--- src/rtl/mmc3_scanline_irq_pkg.sv ---
// Shared defaults and CPU register map for the MMC3 scanline IRQ block.
// Build option: MMC3_IRQ_OLD_REV_EN selects MMC3A/NEC IRQ behaviour in the top.
package mmc3_scanline_irq_pkg;

    localparam int unsigned CNT_W_DEF       = 8;
    localparam int unsigned A12_LOW_MIN_DEF = 3;

    // IRQ registers live at $C000-$FFFF; A13 picks C/E, A0 picks even/odd
    localparam logic [15:0] ADDR_IRQ_LATCH   = 16'hC000;
    localparam logic [15:0] ADDR_IRQ_RELOAD  = 16'hC001;
    localparam logic [15:0] ADDR_IRQ_DISABLE = 16'hE000;
    localparam logic [15:0] ADDR_IRQ_ENABLE  = 16'hE001;

    typedef enum logic [1:0] {
        IRQ_REG_LATCH   = 2'd0,
        IRQ_REG_RELOAD  = 2'd1,
        IRQ_REG_DISABLE = 2'd2,
        IRQ_REG_ENABLE  = 2'd3
    } irq_reg_e;

    typedef struct packed {
        logic latch_we;
        logic reload_we;
        logic disable_we;
        logic enable_we;
    } irq_strobes_t;

    function automatic irq_reg_e irq_reg_decode(input logic [15:0] addr);
        return irq_reg_e'({addr[13], addr[0]});
    endfunction

    // Helper for the mapper decoder: CPU write to strobe bundle
    function automatic irq_strobes_t irq_strobes_decode(input logic [15:0] addr,
                                                        input logic        we);
        irq_strobes_t s;
        s = '0;
        if (we && (addr[15:14] == 2'b11)) begin
            unique case (irq_reg_decode(addr))
                IRQ_REG_LATCH:   s.latch_we   = 1'b1;
                IRQ_REG_RELOAD:  s.reload_we  = 1'b1;
                IRQ_REG_DISABLE: s.disable_we = 1'b1;
                IRQ_REG_ENABLE:  s.enable_we  = 1'b1;
            endcase
        end
        return s;
    endfunction

endpackage

--- src/rtl/mmc3_scanline_irq_a12_rise_filter.sv ---
// PPU A12 synchroniser and low-time filter; emits a one-cycle clk_evt per
// qualifying rising edge, three m2 edges after the raw rise.
module mmc3_scanline_irq_a12_rise_filter #(
    parameter int unsigned A12_LOW_MIN = 3
) (
    input  logic i_m2,
    input  logic i_reset,
    input  logic i_ppu_a12,
    output logic o_clk_evt
);

    localparam int unsigned LOW_W = $clog2(A12_LOW_MIN + 1);

    logic             r_a12_meta;
    logic             r_a12_s;
    logic [LOW_W-1:0] r_low_cnt;
    logic             r_clk_evt;

    // A rise qualifies only when the preceding low period reached the minimum;
    // low_cnt > 0 already implies the previous sample was low.
    always_ff @(posedge i_m2 or posedge i_reset) begin
        if (i_reset) begin
            r_a12_meta <= 1'b0;
            r_a12_s    <= 1'b0;
            r_low_cnt  <= '0;
            r_clk_evt  <= 1'b0;
        end else begin
            r_a12_meta <= i_ppu_a12;
            r_a12_s    <= r_a12_meta;
            r_clk_evt  <= r_a12_s && (r_low_cnt == LOW_W'(A12_LOW_MIN));
            if (r_a12_s) begin
                r_low_cnt <= '0;
            end else if (r_low_cnt != LOW_W'(A12_LOW_MIN)) begin
                r_low_cnt <= r_low_cnt + LOW_W'(1);
            end
        end
    end

    assign o_clk_evt = r_clk_evt;

endmodule

--- src/rtl/mmc3_scanline_irq.sv ---
// MMC3 scanline IRQ: counter reload/decrement on filtered A12 rises, IRQ flag.
// Build option: MMC3_IRQ_OLD_REV_EN selects MMC3A/NEC IRQ rules (default MMC3B/C).
module mmc3_scanline_irq
    import mmc3_scanline_irq_pkg::*;
#(
    parameter int unsigned CNT_W       = CNT_W_DEF,
    parameter int unsigned A12_LOW_MIN = A12_LOW_MIN_DEF
) (
    input  logic             m2,
    input  logic             reset,
    input  logic             ppu_a12,
    input  logic             irq_latch_we,
    input  logic             irq_reload_we,
    input  logic             irq_disable_we,
    input  logic             irq_enable_we,
    input  logic [CNT_W-1:0] cpu_data,
    output logic             irq_pending,
    output logic [CNT_W-1:0] irq_counter
);

    irq_strobes_t     w_stb;
    logic             w_clk_evt;
    logic             w_reload;
    logic [CNT_W-1:0] w_cnt_next;
    logic             w_irq_arm;

    logic [CNT_W-1:0] r_latch;
    logic [CNT_W-1:0] r_counter;
    logic             r_reload_flag;
    logic             r_enabled;
    logic             r_pending;

    assign w_stb = '{latch_we:   irq_latch_we,
                     reload_we:  irq_reload_we,
                     disable_we: irq_disable_we,
                     enable_we:  irq_enable_we};

    mmc3_scanline_irq_a12_rise_filter #(
        .A12_LOW_MIN (A12_LOW_MIN)
    ) u_a12_rise_filter (
        .i_m2      (m2),
        .i_reset   (reset),
        .i_ppu_a12 (ppu_a12),
        .o_clk_evt (w_clk_evt)
    );

    // Counter value a clk_evt would produce; a same-cycle reload strobe uses the old latch
    always_comb begin
        w_reload   = 1'b0;
        w_cnt_next = r_counter;
        w_irq_arm  = 1'b0;
        w_reload   = r_reload_flag || w_stb.reload_we || (r_counter == '0);
        w_cnt_next = w_reload ? r_latch : (r_counter - CNT_W'(1));
`ifdef MMC3_IRQ_OLD_REV_EN
        w_irq_arm  = r_enabled && (w_cnt_next == '0) &&
                     ((r_counter != '0) || r_reload_flag || w_stb.reload_we);
`else
        w_irq_arm  = r_enabled && (w_cnt_next == '0);
`endif
    end

    always_ff @(posedge m2 or posedge reset) begin
        if (reset) begin
            r_latch       <= '0;
            r_counter     <= '0;
            r_reload_flag <= 1'b0;
            r_enabled     <= 1'b0;
            r_pending     <= 1'b0;
        end else begin
            if (w_stb.latch_we) begin
                r_latch <= cpu_data;
            end

            if (w_clk_evt) begin
                r_counter     <= w_cnt_next;
                r_reload_flag <= 1'b0;
            end else if (w_stb.reload_we) begin
                r_counter     <= '0;
                r_reload_flag <= 1'b1;
            end

            if (w_stb.disable_we) begin
                r_enabled <= 1'b0;
            end else if (w_stb.enable_we) begin
                r_enabled <= 1'b1;
            end

            // Acknowledge beats a coincident IRQ set
            if (w_stb.disable_we) begin
                r_pending <= 1'b0;
            end else if (w_clk_evt && w_irq_arm) begin
                r_pending <= 1'b1;
            end
        end
    end

    assign irq_pending = r_pending;
    assign irq_counter = r_counter;

endmodule

--- config.mk ---
export PLATFORM = sky130hd
export DESIGN_NAME = mmc3_scanline_irq
export DESIGN_NICKNAME = d
export VERILOG_FILES = /design/src/rtl/mmc3_scanline_irq_pkg.sv /design/src/rtl/mmc3_scanline_irq_a12_rise_filter.sv /design/src/rtl/mmc3_scanline_irq.sv
export SDC_FILE = /design/constraint.sdc
export NUM_CORES = 1
export LEC_CHECK = 0
export CORE_ASPECT_RATIO = 0.75
export CORE_MARGIN = 2
export CORE_UTILIZATION = 55
export DETAILED_ROUTE_END_ITERATION = 10
export PLACE_DENSITY = 0.84
export SETUP_SLACK_MARGIN = 0.2
export SYNTH_ARGS = -nofsm -noshare
export SYNTH_HDL_FRONTEND = slang
export SYNTH_SLANG_ARGS = --single-unit
--- constraint.sdc ---
create_clock -name m2 -period 4.6 [get_ports m2]
set_input_delay 0.92 -clock m2 [delete_from_list [all_inputs] [get_ports m2]]
set_output_delay 0.92 -clock m2 [all_outputs]
set_load 0.01 [all_outputs]
======== Word-level counts from Yosys, hierarchy flattened ========
Cells that the tools add are included.
word-level totals
  flip-flop bits (word level) ............. 24
  bits of input ports ..................... 15
  output and inout bits ................... 9
  word-level logic and storage cells ...... 35
operators by class
  add/subtract/negate cells ............... 2
  equality and inequality tests ........... 2
  muxes and demuxes ....................... 11
  reduce and logical (&&, ||, !) cells .... 11
operators by type and width
  cell                   count
  $mux W8                3
  $logic_not A8 Y1       2
  $reduce_bool A2 Y1     4
  $sub A8 B1 Y8 const B  1
  $mux W1                6
  $mux W2                2
  $logic_and A1 B1 Y1    3
  $add A2 B1 Y2 const B  1
  $eq A2 B2 Y1 const B   1
  $logic_or A1 B1 Y1     2
  $ne A2 B2 Y1 const B   1

======== Logic depth before layout (Yosys ltp) ========
  word-level depth ........................ 8
  mapped depth ............................ 10
  depth with buffers taken out ............ 7

======== By module ========
Synthesis repeated with hierarchy kept, for this count alone.
unflattened totals
  cells, all modules ...................... 119
  area, all modules ....................... 1277.5 um^2
modules (own cells, without submodules)
  module                             instances  cells an instance  area each (um^2)  seq. area each (um^2)
  mmc3_scanline_irq                  1          107                1102.3            475.5
  mmc3_scanline_irq_a12_rise_filter  1          12                 175.2             125.1

======== Worst setup path after synthesis ========
Ideal clock, no wire load.
  kind .................................... reg-to-reg
  start point ............................. register r_counter[0] (netlist: irq_counter[0])
  end point ............................... register r_counter[5] (netlist: irq_counter[5])
  library setup time ...................... 121 ps
  arrival ................................. 2099 ps
  data required time ...................... 4479 ps
  setup slack ............................. 2380 ps
  cell stages (with the launch flop) ...... 10
  buffers on the path ..................... 2
  period minus slack after synthesis ...... 2220 ps
  cell sequence ........................... dfrtp_1 > clkbuf_1 > inv_1 > ha_1 > nor2b_1 > a311oi_1 > buf_6 > and2b_1 > a21o_1 > a22o_1
between the ends
  word-level cells in the longest chain between the ends .. 4
  elaborated cells on any way between the ends .. 5
  those cells by class .................... add/sub (1); mux (2); reduce/logical (2)
ends and longest elaborated chain
  item                                                                   RTL line                 text
  start: declaration                                                     mmc3_scanline_irq.sv:28  logic [CNT_W-1:0] r_counter;
  start signal: assignment                                               mmc3_scanline_irq.sv:75  r_counter <= w_cnt_next;
  parallel branches: the longest is 2 deep, another holds $sub A8 B1 Y8  --
  $mux W8 (*)                                                            mmc3_scanline_irq.sv:53  w_cnt_next = w_reload ? r_latch : (r_counter - CNT_W'(1));
  $mux W8 (*)                                                            mmc3_scanline_irq.sv:74  if (w_clk_evt) begin
Every way passes the cells marked *.
A chain may end at the register's enable or synchronous reset.

======== Worst setup path after layout ========
  start point ............................. register r_counter[2] (netlist: irq_counter[2])
  end point ............................... output irq_counter[2]
RTL lines
  item              RTL line                 text
  end: declaration  mmc3_scanline_irq.sv:18  output logic [CNT_W-1:0] irq_counter
No word-level cell between the ends.

==> out/results.ini <==
[layout]
nFillCells=181
final_area_um2=1570
antenna_cells=0
drive_above_1_share_pct=11.7
fin_nets=164
syn_to_final_growth_pct=23.3
postLayoutCoreUtil_pct=70.1

[global_routing]
grt_max_degree=25
grt_use_total_pct=21.7
antenna_found_initial=0
grt_pass1_wl_um=4400
grt.overflow.total=0
grt_pass1_vias=977

[sta]
rsz0062_at_grt=false
fin_ws_ns=2.22
tightestPinTransition_ns=0.865
fin_worst_hold_slack_ns=0.363
relSlewSlack_pct=42.2
drv_slew=0
tns_ns=0
period_needed_ns=2.38
min_period_over_period_pct=51.7
skew_ns=0.00104
fmax_ghz=0.420
setup_viol=0
timing_hold_violations_final=0

[clock_network]
cts.path.max_buffers=2
cts_tree=built
worstSkewPairLatency_ns=0.30
h-tree-depth=1
cts_sinks=24
clk_pin_slew_ns=0.13
clockRootBuffer=clkbuf_4
cts_setup_buffers=0
cts.hold.buffers_added=0
cts_made_buffers=3
postCtsResizedCells=0

[placement]
gp_congestion=0.863
dp_hpwl_um=1970
io_buffers=23
place_area_um2=1510
dp_slack_ns=1.91

[synthesis]
yosysTopAreaCellShare_pct=47.3
syn_area_per_cell_um2=10.3
synth_cell_types=39
synthesis.nets=141
yosysMostFrequentCell=dfrtp_1
synthTopCellsByCount=24 x dfrtp_1, 10 x nor2_1, 9 x inv_1, 8 x mux2_2, 7 x nand2_1
ys_warn_count=0
syn_inst=123
netlist_area_um2=1270
ys_seq_elements=24
synth_edf_count=0
synth_area_leaders=dfrtp_1 47%, mux2_2 7.1%, ha_1 3.0%
yosysTopAreaCell=dfrtp_1
async_reset_ff_share_pct=100
ys.flop_type=dfrtp_1
ys_seq_area_share_pct=47.3

[critical_path]
slowest_delay_ns=0.60
crit_arrival_ns=1.46
cpLargestDelayFamily=buffers and inverters
cp-start-kind=flop
required_ns=3.68
rrSetupSlack_ns=2.35
path_buf_inv=1
worstPathMaxFanout=7
cp-end-kind=output pin
cpMaxStageDelayCell=clkdlybuf4s50_1
r2r_start=irq_counter[0]
r2r-end=irq_counter[5]
crit_path_cell_trace=clkdlybuf4s50_1
crit_type=flop to output pin
rr_worst_depth=8

[floorplanning]
start_util_pct=56.9
rows=15
core_um2=2230
die_h_um=45.6
die-width_um=59.5
io_pins=24
die-area_um2=2710

[status]
status=complete, no violations

[min_path]
hold_end=u_a12_rise_filter.r_a12_s
hold_depth=0
worstHoldStart=u_a12_rise_filter.r_a12_meta
hold_path_class=flop to flop

[drt]
vias=1033
wl_per_cell_um=15.5
via_per_inst=6.08
drt_iter0_markers=53
drtAntennaViolNets=0
firstDrtPassIters=5
drc=0
wirelength_um=2640

[power]
p_per_area_nw_per_um2=328
leakage_nw=0.681
vdd_drop_max_v=0.000226

[job]
maxCapViolations=0

layout make-up:
class	count	area [um^2]	area share (%)
inverters	9	33.8	2.16
clock inverters	1	30.0	1.92
multi-input cells	84	611	39.0
clock buffers	3	22.5	1.44
flip-flops and latches	24	601	38.3
repair buffers	24	238	15.2
well taps	25	31.3	2.00
worst max path at each step:
stage                     slack, ns      startpoint  cells past startpoint             end
after floorplan                2.38  irq_counter[0]                      9  irq_counter[5]
after global placement         1.95   irq_reload_we                      6  irq_counter[5]
after detailed placement       1.91   irq_reload_we                      6  irq_counter[5]
after CTS                      2.21  irq_counter[2]                      1  irq_counter[2]
after global routing           2.14   irq_reload_we                      6     irq_pending
final                          2.22  irq_counter[2]                      1  irq_counter[2]
worst reg2reg max path, cell delays in order, from the launching register on:
cell and delay [ns]:
dfrtp_1 0.53, inv_1 0.11, ha_1 0.26, nor2b_1 0.16
a311oi_2 0.24, buf_4 0.25, and2b_1 0.23, a21o_1 0.15
a22o_1 0.22
report_power, final:
part / internal, W / switching [W] / total (W)
Clock: 0.0000880 / 0.0000617 / 0.000150
Sequential: 0.000229 / 0.0000212 / 0.000251
Combinational: 0.0000583 / 0.0000545 / 0.000113
per-stage QoR:
stage / cells / total power [W]
2_1_floorplan: 123 / 0.000324
3_3_place_gp: 166 / 0.000360
3_5_place_dp: 166 / 0.000367
4_1_cts: 170 / 0.000519
5_1_grt: 170 / 0.000542
6_report: 170 / 0.000513
state kept, by name, indices dropped and copies added (netlist names):
register	flops
irq_counter	8
irq_pending	1
r_enabled	1
r_latch	8
r_reload_flag	1
u_a12_rise_filter.o_clk_evt	1
u_a12_rise_filter.r_a12_meta	1
u_a12_rise_filter.r_a12_s	1
u_a12_rise_filter.r_low_cnt	2
placed cells by master (no fill, tap or decap), types with 2 or more instances in the layout:
master / synthesis / final
a211oi_1: 2 / 2
a21oi_1: 4 / 4
a22o_1: 2 / 2
a31oi_1: 5 / 5
and2b_1: 3 / 3
and4_1: 3 / 3
clkbuf_4: 0 / 3
clkdlybuf4s50_1: 0 / 23
dfrtp_1: 24 / 24
ha_1: 3 / 3
inv_1: 9 / 9
mux2_2: 8 / 8
nand2_1: 7 / 7
nand2b_1: 2 / 2
nor2_1: 10 / 10
nor2b_1: 2 / 2
nor3_1: 3 / 3
o21ai_0: 6 / 6
o22ai_1: 2 / 2
o31ai_1: 2 / 2
xnor2_1: 2 / 2
cell families (layout without fill, tap and decap cells):
group                      count (synthesis)  in the layout  share of synthesized area [%]
AOI/OAI and AO/OA                         31             31                           17.0
xor gates and xnor gates                   3              3                           2.07
adders and majority gates                  3              3                           2.96
buffers and inverters                     15             37                           5.12
DFF                                       24             24                           47.3
muxes                                      9              9                           7.88
and+or+nand+nor                           38             38                           17.6
routing by layer:
layer	track usage, %	part of all wire [%]	vias up
met5	0	0	-
met4	5.45	0.91	0
met3	6.25	7.5	4
met2	33.2	47	53
met1	30.5	44	490
li1	-	-	486
Note: power is estimated with default switching activity, not from simulation.
==> patch 1: new RTL, same settings <==
Register the output `irq_counter` once more, without a reset; this adds one clock of latency there. The other outputs are not delayed to match.
--- a/src/rtl/mmc3_scanline_irq.sv
+++ b/src/rtl/mmc3_scanline_irq.sv
@@ -95,7 +95,9 @@
     end
 
     assign irq_pending = r_pending;
-    assign irq_counter = r_counter;
+    always_ff @(posedge m2) begin
+        irq_counter <= r_counter;
+    end
 
 endmodule
 
Check against the original RTL: not equivalent (a bounded check fails within 10 cycles, from zero or initial values and one cycle with reset high).
==> patch 1 against the unedited design <==
Area after synthesis up 9.3%; power increased by 16%; cell count is 8.2% higher; sequential power increased by 30%; sequential cell count rose by 8; design area increased by 7.3%; routed wire length shrank 0.87%; worst setup slack worse by 0.12 ns.
==> patch 1: results (changes against the unedited design) <==
status:
  status: "finished, final reports clean"
sta:
  timing.hold.ws_ns: 0.358  # -0.00576 ns
  finClkSkew_ns: 0.00387  # +0.00283 ns
  worst_pin_slew_ns: 0.893  # +0.0273 ns
finish:
  seq_area_frac: 0.452  # +0.0690
  nMultiInputCombCells: 82  # -2.4%
  nonClkBufAreaFrac: 0.137  # -0.0149
  num-nonclk-inverters: 5  # -4
  clock_area_frac: 0.0350  # +0.00142
  drive_gt1_frac: 0.140  # +0.0228
  nClkBuffers: 8  # +5
  buffers: 23  # -4.2%
  multi_input_area_share: 0.339  # -0.0505
  layout.nets: 167  # +1.8%
drt:
  via_per_inst: 5.55  # -8.7%
  dr.pass1.iters: 4  # -1
  routedWlPerCell_um: 14.2  # -8.4%
  drt_wl_total_mm: 2.61  # -0.87%
  drt_iter0_markers: 68  # +28%
placed_design:
  gp_congestion: 0.864  # +0.15%
  hpwl_mm: 1.90  # -3.9%
critical_path:
  crit_arrival_ns: 2.73  # +1.27 ns
  reg2reg_depth: 6  # -2
  crit_family: "compound AO/OA/AOI/OAI gates"
  r2r_setup_slack_ns: 2.41  # +0.06 ns
  reg2reg_to: "r_counter[3]"
  regToRegStartpoint: "r_counter[0]"
  max_stage_delay_ns: 0.54  # -0.06 ns
  path_max_fanout: 16  # +9
clocking:
  clk_pin_slew_worst_paths_ns: 0.09  # -0.04 ns
  worstSkewPairLatency_ns: 0.32  # +0.02 ns
  h-tree-depth: 2  # +1
  cts_buffers: 5  # +2
synth:
  yosys-top-cells-area: "dfrtp_1 (43%), dfxtp_1 (12%), mux2_2 (6.5%)"
  avgSynthCellArea_um2: 11.1  # +7.5%
  ys_seq_area_frac: 0.548  # +0.0753
  synth_fp_nets: 143  # +1.4%
  synthArstFlopShare: 0.750  # -0.250
  yosys_register_bits: 32  # +33%
  synth_common_cells: "dfrtp_1 (24), nor2_1 (14), nand2_1 (9)"
power_and_ir_drop:
  ir_worst_vdd_mv: 0.172  # -24%
  powerSeq_uw: 327  # +30%
  p_int_uw: 438  # +17%
  p_leak_uw: 0.000706  # +3.7%
global_routing:
  gr-usage-all-layers: 0.215  # -0.00248
  grt_pass1_wl_mm: 4.29  # -2.5%
==> patch 1: changes by cell type after synthesis, moves of 2 or more <==
cell,change
dfxtp_1,+8
and4_1,-3
inv_1,-4
a22o_1,+2
or4_4,+2
nor2_1,+4
o41ai_1,+2
a211oi_1,-2
and2b_1,-3
o21ai_0,+2
nand2_1,+2
a311oi_1,-2
a31oi_1,-4
==> patch 1: kinds of logic (layout without fill, tap and decap cells) <==
logic type | after synthesis | count (layout) | synth area share
adder cells (fa/ha/maj) | 3 | 3 | 0.0271
flip-flops | 32 | 32 | 0.548
multiplexers | 9 | 9 | 0.0721
AND/OR/NAND/NOR | 38 | 38 | 0.142
XOR/XNOR | 2 | 2 | 0.0126
buffers and inverters | 11 | 36 | 0.0406
AO/OA/AOI/OAI | 30 | 30 | 0.157
==> patch 1: layer usage <==
layer / vias up / wire length, µm / GRT usage
met3: 4 / 186 / 0.105
met4: 0 / 36 / 0.0723
li1: 495 / - / -
met2: 39 / 1180 / 0.304
met5: - / 0 / 0
met1: 483 / 1210 / 0.288
==> patch 1: per-stage QoR <==
| step | setup WS (ns) | instance area (µm²) | power [µW] |
|---|---|---|---|
| after floorplan | 2.41 | 1390 | 403 |
| after global placement | 1.85 | 1620 | 438 |
| after detailed placement | 1.76 | 1620 | 441 |
| after CTS | 2.10 | 1680 | 602 |
| after global routing | 2.00 | 1680 | 634 |
| final | 2.10 | 1680 | 598 |
==> patch 1: worst register-to-register path: cells and delay by family (launching register included) <==
family	cells	cell delay (ns)
AOI/OAI and AO/OA	3	0.79
and+or+nand+nor	1	0.51
DFF	1	0.49
adders and majority gates	1	0.17
buffers and inverters	1	0.13
==> patch 2: new RTL, config.mk and constraints unchanged <==
Without the edit above. The option `MMC3_IRQ_OLD_REV_EN` is turned on by a define.
--- a/src/rtl/mmc3_scanline_irq.sv
+++ b/src/rtl/mmc3_scanline_irq.sv
@@ -1,5 +1,7 @@
 // MMC3 scanline IRQ: counter reload/decrement on filtered A12 rises, IRQ flag.
 // Build option: MMC3_IRQ_OLD_REV_EN selects MMC3A/NEC IRQ rules (default MMC3B/C).
+`define MMC3_IRQ_OLD_REV_EN
+
 module mmc3_scanline_irq
     import mmc3_scanline_irq_pkg::*;
 #(
Behaviour: not the same (Yosys sat finds a counterexample within 10 cycles, from zero or initial values and one cycle with reset high).
==> patch 2 against the unedited design <==
Worst setup slack worse by 0.25 ns; combinational power up 11%; via count shrank 2.7%; synthesized cell count fell by 0.81%; routed wire length grew 7.4%; design area is 0.56% lower; largest power group unchanged; power rose by 2.9%; sequential cell count did not move; area after synthesis is 0.30% higher; clock skew rose by 0.0028 ns.
==> patch 2: results (changes against the unedited design) <==
synth:
  synth.distinct_cells: 41  # +5.1%
  ys_seq_area_frac: 0.472  # -0.00139
  synth-xor-area-share: 0.0275  # +0.00682
  yosys-top-cells-area: "dfrtp_1 (47%), mux2_2 (7.1%), nor2_1 (3.5%)"
  synth_common_cells: "dfrtp_1 (24), nor2_1 (12), nand2_1 (9), mux2_2 (8)"
  synth_fp_nets: 140  # -0.71%
  synthAdderAreaFrac: 0.0295  # -0.0000871
  synth_compound_area_frac: 0.162  # -0.00836
  synth.area.mux_share: 0.0786  # -0.000232
placed_design:
  hpwl_mm: 2.17  # +9.9%
  gp_congestion: 0.964  # +12%
  io_buffer_count: 23  # unchanged
sta:
  finClkSkew_ns: 0.00384  # +0.00279 ns
  timing.hold.ws_ns: 0.372  # +0.00875 ns
  worst_pin_slew_ns: 0.869  # +0.00387 ns
global_routing:
  grt_pass1_wl_mm: 4.64  # +5.5%
  grt_pass1_vias: 976  # -0.10%
  gr-usage-all-layers: 0.236  # +0.0187
drt:
  via_per_inst: 5.98  # -1.6%
  dr.pass1.iters: 4  # -1
  drt_wl_total_mm: 2.83  # +7.4%
  drt_iter0_markers: 30  # -43%
critical_path:
  regToRegStartpoint: "irq_counter[3]"
  reg2reg_to: "irq_counter[5]"
  crit_path_end: "irq_pending"
  r2r_setup_slack_ns: 2.26  # -0.09 ns
  path_max_fanout: 17  # +10
  crit_arrival_ns: 2.86  # +1.40 ns
  worstSetupStartpoint: "irq_reload_we"
  reg2reg_depth: 5  # -3
clocking:
  clockRootBuffer: "clkbuf_4"
  worstSkewPairLatency_ns: 0.32  # +0.02 ns
power_and_ir_drop:
  ir_worst_vdd_mv: 0.217  # -4.0%
  p_leak_uw: 0.000662  # -2.8%
  power.switching_uw: 145  # +5.5%
finish:
  layout.nets: 162  # -1.2%
  fillers: 182  # +0.55%
  drive_gt1_frac: 0.154  # +0.0366
status:
  status: "finished, final reports clean"
patch 2: changes by cell type in the layout (fill, tap and decap cells not counted), moves of 3 or more:
cell / before / now
o21ai_0: 6 / 1
and2b_1: 3 / 0
inv_1: 9 / 6
nor3_1: 3 / 6
a31oi_1: 5 / 1
o21ai_1: 0 / 5
patch 2: metal layers:
metal	vias to the layer above	wire, µm	track usage
li1	477	-	-
met1	484	1280	0.319
met2	42	1360	0.396
met3	2	183	0.0597
met4	0	8	0.0356
met5	-	0	0
patch 2: area by class of cell:
class                           instances  area [µm²]  area share
Clock buffer                            3        22.5      0.0145
Clock inverter                          1        30.0      0.0193
Inverter                                6        22.5      0.0145
Multi-Input combinational cell         86         621       0.398
Sequential cell                        24         601       0.386
Tap cell                               25        31.3      0.0201
Timing Repair Buffer                   23         230       0.148
patch 2: through the flow:
stage / setup slack [ns] / instances / instance area, µm²
finish: 1.97 / 168 / 1560
CTS: 1.99 / 168 / 1560
global route: 1.90 / 168 / 1560
floorplan: 2.41 / 122 / 1270
global placement: 1.79 / 164 / 1510
detailed placement: 1.66 / 164 / 1510
patch 2: critical path, stage by stage:
cell and delay (ns):
clkdlybuf4s50_1 0.57, a311o_1 0.64, nor4_1 0.31, a31oi_1 0.11
o31ai_2 0.31
patch 2: power groups by stage:
| stage | Combinational [µW] | Clock, µW | Sequential, µW |
|---|---|---|---|
| 6_report | 125 | 151 | 253 |
| 5_1_grt | 138 | 163 | 256 |
| 4_1_cts | 125 | 153 | 252 |
| 3_5_place_dp | 124 | 0 | 257 |
| 3_3_place_gp | 119 | 0 | 255 |
| 2_1_floorplan | 86.8 | 0 | 250 |
